### config.mk
export PLATFORM = sky130hd
export DESIGN_NAME = wb_burst_master
export DESIGN_NICKNAME = d
export VERILOG_FILES = /design/src/rtl/wb_pkg.sv /design/src/rtl/wb_tmo_ctr.sv /design/src/rtl/wb_burst_master.sv
export SDC_FILE = /design/constraint.sdc
export NUM_CORES = 2
export LEC_CHECK = 0
export ABC_CLOCK_PERIOD_IN_PS = 91500
export CAP_MARGIN = 20
export CORE_AREA = 2 2 541 543
export DETAILED_ROUTE_END_ITERATION = 7
export DIE_AREA = 0 0 543 545
export DONT_BUFFER_PORTS = 1
export PLACE_DENSITY = 0.3
export SLEW_MARGIN = 10
export SYNTH_ARGS = -nofsm -noshare
export SYNTH_HDL_FRONTEND = slang
export SYNTH_SLANG_ARGS = --single-unit
### constraint.sdc
create_clock -name clk_i -period 91.5 [get_ports clk_i]
set_clock_uncertainty 0.2 [all_clocks]
set_input_delay 4.575 -clock clk_i [delete_from_list [all_inputs] [get_ports clk_i]]
set_output_delay 4.575 -clock clk_i [all_outputs]
set_load 0.1 [all_outputs]
### src/rtl/wb_pkg.sv
// Shared Wishbone definitions: cycle-type and burst-type encodings, the
// 128-bit word geometry, and the burst initiator state type.
package wb_pkg;

  localparam logic [2:0] CTI_CLASSIC = 3'b000;
  localparam logic [2:0] CTI_INCR    = 3'b010;
  localparam logic [2:0] CTI_EOB     = 3'b111;
  localparam logic [1:0] BTE_LINEAR  = 2'b00;

  localparam int WORD_W     = 128;
  localparam int WORD_BYTES = WORD_W / 8;

  typedef enum logic [1:0] {
    IDLE = 2'd0,
    RUN  = 2'd1,
    DONE = 2'd2
  } burst_state_t;

endpackage

### src/rtl/wb_tmo_ctr.sv
// Wait-for-ack watchdog: counts consecutive enabled cycles and flags the
// cycle in which the count has reached TIMEOUT-1. Clear has priority.
module wb_tmo_ctr #(
  parameter int TIMEOUT = 1023
) (
  input  logic clk_i,
  input  logic rst_i,
  input  logic clr_i,
  input  logic en_i,
  output logic tc_o
);

  localparam int CW = (TIMEOUT > 1) ? $clog2(TIMEOUT) : 1;
  localparam logic [CW-1:0] TC_VAL = CW'(TIMEOUT - 1);

  logic [CW-1:0] cnt_q, cnt_d;

  assign tc_o = (cnt_q == TC_VAL);

  // Next count: clear wins, otherwise step up and hold at the terminal value.
  always_comb begin
    cnt_d = cnt_q;
    if (clr_i) begin
      cnt_d = '0;
    end else if (en_i && !tc_o) begin
      cnt_d = cnt_q + 1'b1;
    end
  end

  // Count register.
  always_ff @(posedge clk_i or posedge rst_i) begin
    if (rst_i) begin
      cnt_q <= '0;
    end else begin
      cnt_q <= cnt_d;
    end
  end

endmodule

### src/rtl/wb_burst_master.sv
// 128-bit Wishbone burst initiator: moves one BEATS-word line per request
// with a linear incrementing burst, and signals completion or timeout.
//
//   state | meaning
//   IDLE  | bus released, waiting for req_i
//   RUN   | cyc/stb asserted, one word per ack, watchdog running
//   DONE  | one-cycle done_o pulse, err_o reports a timeout abort
module wb_burst_master
  import wb_pkg::*;
#(
  parameter int BEATS   = 4,
  parameter int TIMEOUT = 1023,
  parameter int ADR_W   = 32
) (
  input  logic                    rst_i,
  input  logic                    clk_i,
  input  logic                    req_i,
  input  logic                    req_we_i,
  input  logic [ADR_W-1:0]        req_adr_i,
  input  logic [WORD_W*BEATS-1:0] req_dat_i,
  output logic                    busy_o,
  output logic                    done_o,
  output logic                    err_o,
  output logic [WORD_W*BEATS-1:0] rd_dat_o,
  output logic                    cyc_o,
  output logic                    stb_o,
  output logic                    we_o,
  output logic [2:0]              cti_o,
  output logic [1:0]              bte_o,
  output logic [15:0]             sel_o,
  output logic [ADR_W-1:0]        adr_o,
  output logic [WORD_W-1:0]       dat_o,
  input  logic                    ack_i,
  input  logic [WORD_W-1:0]       dat_i
);

  localparam int LINE_W = WORD_W * BEATS;
  localparam int BW     = (BEATS > 1) ? $clog2(BEATS) : 1;
  localparam logic [BW-1:0] LAST_BEAT = BW'(BEATS - 1);
  // A single-beat line is a classic cycle; otherwise the first beat is incrementing.
  localparam logic [2:0] CTI_FIRST = (BEATS == 1) ? CTI_CLASSIC : CTI_INCR;

  burst_state_t      state_q, state_d;
  logic [BW-1:0]     beat_q, beat_d;
  logic [ADR_W-1:0]  adr_q, adr_d;
  logic [LINE_W-1:0] line_q, line_d;
  logic [LINE_W-1:0] rd_q, rd_d;
  logic              cyc_q, cyc_d;
  logic              we_q, we_d;
  logic [2:0]        cti_q, cti_d;
  logic              err_q, err_d;

  logic tmo_clr, tmo_en, tmo_tc;
  logic adr_lo_unused;

  // Line addresses are 16-byte aligned; the low nibble of the request is dropped.
  assign adr_lo_unused = ^req_adr_i[3:0];

  assign tmo_clr = ((state_q == IDLE) && req_i) || ((state_q == RUN) && ack_i);
  assign tmo_en  = (state_q == RUN) && !ack_i;

  wb_tmo_ctr #(
    .TIMEOUT (TIMEOUT)
  ) u_tmo (
    .clk_i (clk_i),
    .rst_i (rst_i),
    .clr_i (tmo_clr),
    .en_i  (tmo_en),
    .tc_o  (tmo_tc)
  );

  // Next-state and datapath updates. line_q holds the not-yet-sent words,
  // shifted down one word per ack so dat_o is always its bottom word.
  always_comb begin
    state_d = state_q;
    beat_d  = beat_q;
    adr_d   = adr_q;
    line_d  = line_q;
    rd_d    = rd_q;
    cyc_d   = cyc_q;
    we_d    = we_q;
    cti_d   = cti_q;
    err_d   = err_q;

    case (state_q)
      IDLE: begin
        if (req_i) begin
          state_d = RUN;
          beat_d  = '0;
          adr_d   = {req_adr_i[ADR_W-1:4], 4'h0};
          line_d  = req_dat_i;
          cyc_d   = 1'b1;
          we_d    = req_we_i;
          cti_d   = CTI_FIRST;
          err_d   = 1'b0;
        end
      end
      RUN: begin
        if (ack_i) begin
          if (!we_q) begin
            for (int k = 0; k < BEATS; k++) begin
              if (beat_q == BW'(k)) begin
                rd_d[k*WORD_W +: WORD_W] = dat_i;
              end
            end
          end
          if (beat_q == LAST_BEAT) begin
            state_d = DONE;
            cyc_d   = 1'b0;
            we_d    = 1'b0;
            cti_d   = CTI_CLASSIC;
          end else begin
            beat_d = beat_q + 1'b1;
            adr_d  = adr_q + ADR_W'(WORD_BYTES);
            line_d = line_q >> WORD_W;
            cti_d  = (BW'(beat_q + 1'b1) == LAST_BEAT) ? CTI_EOB : CTI_INCR;
          end
        end else if (tmo_tc) begin
          state_d = DONE;
          cyc_d   = 1'b0;
          we_d    = 1'b0;
          cti_d   = CTI_CLASSIC;
          err_d   = 1'b1;
        end
      end
      DONE: begin
        state_d = IDLE;
      end
      default: begin
        state_d = IDLE;
      end
    endcase
  end

  // State and datapath registers.
  always_ff @(posedge clk_i or posedge rst_i) begin
    if (rst_i) begin
      state_q <= IDLE;
      beat_q  <= '0;
      adr_q   <= '0;
      line_q  <= '0;
      rd_q    <= '0;
      cyc_q   <= 1'b0;
      we_q    <= 1'b0;
      cti_q   <= CTI_CLASSIC;
      err_q   <= 1'b0;
    end else begin
      state_q <= state_d;
      beat_q  <= beat_d;
      adr_q   <= adr_d;
      line_q  <= line_d;
      rd_q    <= rd_d;
      cyc_q   <= cyc_d;
      we_q    <= we_d;
      cti_q   <= cti_d;
      err_q   <= err_d;
    end
  end

  assign busy_o   = (state_q != IDLE);
  assign done_o   = (state_q == DONE);
  assign err_o    = (state_q == DONE) && err_q;
  assign rd_dat_o = rd_q;
  assign cyc_o    = cyc_q;
  assign stb_o    = cyc_q;
  assign we_o     = we_q;
  assign cti_o    = cti_q;
  assign bte_o    = BTE_LINEAR;
  assign sel_o    = cyc_q ? 16'hFFFF : 16'h0000;
  assign adr_o    = adr_q;
  assign dat_o    = line_q[WORD_W-1:0];

endmodule
==> reports/metrics.cfg <==
[timing]
tns_ns = 0
hold_viol_final = 0
relSlewSlack = 0.216
fmax_mhz = 118
period_share = 0.0923
setup_viol = 0
drv_slew = 0
worstMarginPinSlew_ns = 1.18
fin_crit_ns = 8.44
fin_ws_ns = 83.06
rsz0062_at_grt = false

[worst_setup_path]
reg2reg_depth = 8
r2r_setup_slack_ns = 85.85
crit_top_cell = buf_4
cp_top_family = buffers and inverters
reg2reg_from = state_q[0]$_DFFE_PP0P_
crit_path_end_kind = async pin
worstPathCellList = inv_8 > buf_4 > buf_4 > buf_4 > buf_4 > buf_4
crit_type = input port to async pin
slowest_delay_ns = 0.87
critPathArrivalTime_ns = 9.01
startpoint_type = input port
r2r-end = line_q[202]$_DFFE_PP0P_
worst-path-buf-inv = 6
cp.required_ns = 92.06
critPathMaxFanout = 64
cp_slowest_cell = buf_4

[synthesis]
synth_cells = 4215
ys_warn_count = 0
syn_avg_cell_area_sq_um = 10.6
ys_async_sr_fraction = 1.00
yosysUniqueCellTypes = 53
synth_seq_area_share = 0.597
syn_area_sq_um = 44900
ys_ff_latch = 1071
yosys_most_used_dff = dfrtp_1
synth-edff-count = 0

[hold_path]
hold_class = flop to flop
min_path_cells = 2
hold_start = line_q[448]$_DFFE_PP0P_
min_to = line_q[448]$_DFFE_PP0P_

[die]
io_pins = 1376
fp.dieW_um = 543
die_area_sq_um = 296000
initial_utilization = 0.155
num_rows = 198
core_area_sq_um = 290000
die_h_um = 545

[finish]
layout-drive-gt1-share = 0.203
regArea_sq_um = 26800
multi_input_comb_area_sq_um = 15800
syn2layout_area_growth_pct = 18.5
finish.instance_area_sq_um = 53200
final_common_cell = dfrtp_1
utilization = 0.183
nNetsFinal = 4701
final_cell_mix = dfrtp_1, nand2_1, mux2_2
nFillCells = 32100

[routing]
drt_iter0_markers = 2149
drc = 0
wire_per_inst_um = 24.8
viasPerCell = 3.83
first_pass_iters = 5
antenna_left = 0
via_count = 30800
wirelength_um = 200000

[clock_network]
cts_made_buffers = 148
cts_tree = done
clkTransAtPathRegs_ns = 0.06
cts_resized = 0
root_buffer = clkbuf_16
h-tree-depth = 4
clockBufferDepth = 4
clk_latency_ns = 0.77
post-cts-setup-buffers = 0
cts_sinks = 1071
hold_buffers = 0

[global_routing]
grt_overflow = 0
antenna_found_initial = 60
grt_max_degree = 230
grtUsageTotal = 0.128
grt_pass1_vias = 31100
grt_pass1_wl_um = 269000

[run]
drv_cap = 0

[placement]
dp_worst_setup_slack_ns = 81.94
place_area_sq_um = 48200
portBuffers = 0
gp_congestion = 0.797
dpl.hpwl_um = 149000

[run_status]
outcome = finished clean

[flip-flops by register name (all words and copies together) (netlist names)]
register and flops:
adr_o 28, beat_q 2, cti_o 2, cyc_o 1, err_q 1, line_q 512, rd_dat_o 512, state_q 2
u_tmo.cnt_q 10, we_o 1
[layout make-up]
cell class / count / share of cell area
tap: 3900 / 0.0918
multi-input combinational: 2702 / 0.296
inverter: 6 / 0.000565
clock inverter: 33 / 0.00751
sequential: 1071 / 0.504
clock buffer: 224 / 0.0828
timing repair buffer: 88 / 0.0156
antenna: 23 / 0.00108
[synth_stat cells, types with 4 or more instances]
cell type  count  area share
nand2_1     1057       0.088
buf_2        118       0.013
dfrtp_1     1071        0.60
nor3b_1        4     0.00067
a31oi_1      387       0.054
a21oi_1       36      0.0040
and3_1         6     0.00084
nand4_1       14      0.0020
nor3_1        10      0.0011
ha_1           7      0.0020
and2_1         5     0.00070
a2bb2oi_1      8      0.0016
o22ai_1        9      0.0013
o21ai_0       34      0.0038
buf_4        152       0.025
buf_1         10     0.00084
xnor2_1        4     0.00078
nor2_1       416       0.035
inv_1          6     0.00050
nand3_1      142       0.016
mux2_2       512        0.13
clkbuf_1     161       0.013
[stage by stage]
step,cells,hold WS [ns]
3_5_place_dp,7757,0.255
6_report,8047,0.263
5_1_grt,8027,0.282
3_3_place_gp,7753,0.252
4_1_cts,8014,0.260
2_1_floorplan,4220,0.239
[tightest hold or removal path, delay by kind of cell (launching register included)]
| kind | cells | cell delay, ns |
|---|---|---|
| AND/OR/NAND/NOR | 2 | 0.10 |
| flip-flops | 1 | 0.33 |
[worst max path at each step]
stage | start | cells past startpoint | slack (ns) | end
finish | rst_i | 6 | 83.06 | line_q[249]$_DFFE_PP0P_
floorplan | rst_i | 1 | 56.58 | adr_o[10]$_DFFE_PP0P_
global route | rst_i | 6 | 82.37 | line_q[249]$_DFFE_PP0P_
detailed placement | rst_i | 6 | 81.94 | line_q[117]$_DFFE_PP0P_
CTS | rst_i | 6 | 82.82 | line_q[385]$_DFFE_PP0P_
global placement | rst_i | 6 | 81.92 | line_q[117]$_DFFE_PP0P_
[metal layers]
| metal | routed length (um) | GRT usage | up-vias |
|---|---|---|---|
| met3 | 18900 | 0.0491 | 228 |
| met5 | 231 | 0 | - |
| li1 | - | - | 13800 |
| met4 | 3680 | 0.0273 | 36 |
| met1 | 83800 | 0.161 | 15600 |
| met2 | 93200 | 0.207 | 1156 |
[cell families after synthesis]
family / Yosys count / synth area share
compound gates: 488 / 0.0674
xor+xnor: 7 / 0.00137
fa+ha+maj: 7 / 0.00195
buf+inv: 447 / 0.0534
flops: 1071 / 0.597
mux: 513 / 0.129
other cells: 1 / 0.0000836
simple gates: 1681 / 0.150
Power is left out: the tool's default activity adds up to more than one toggle a clock period on the data nets, which glitch-free logic cannot reach.
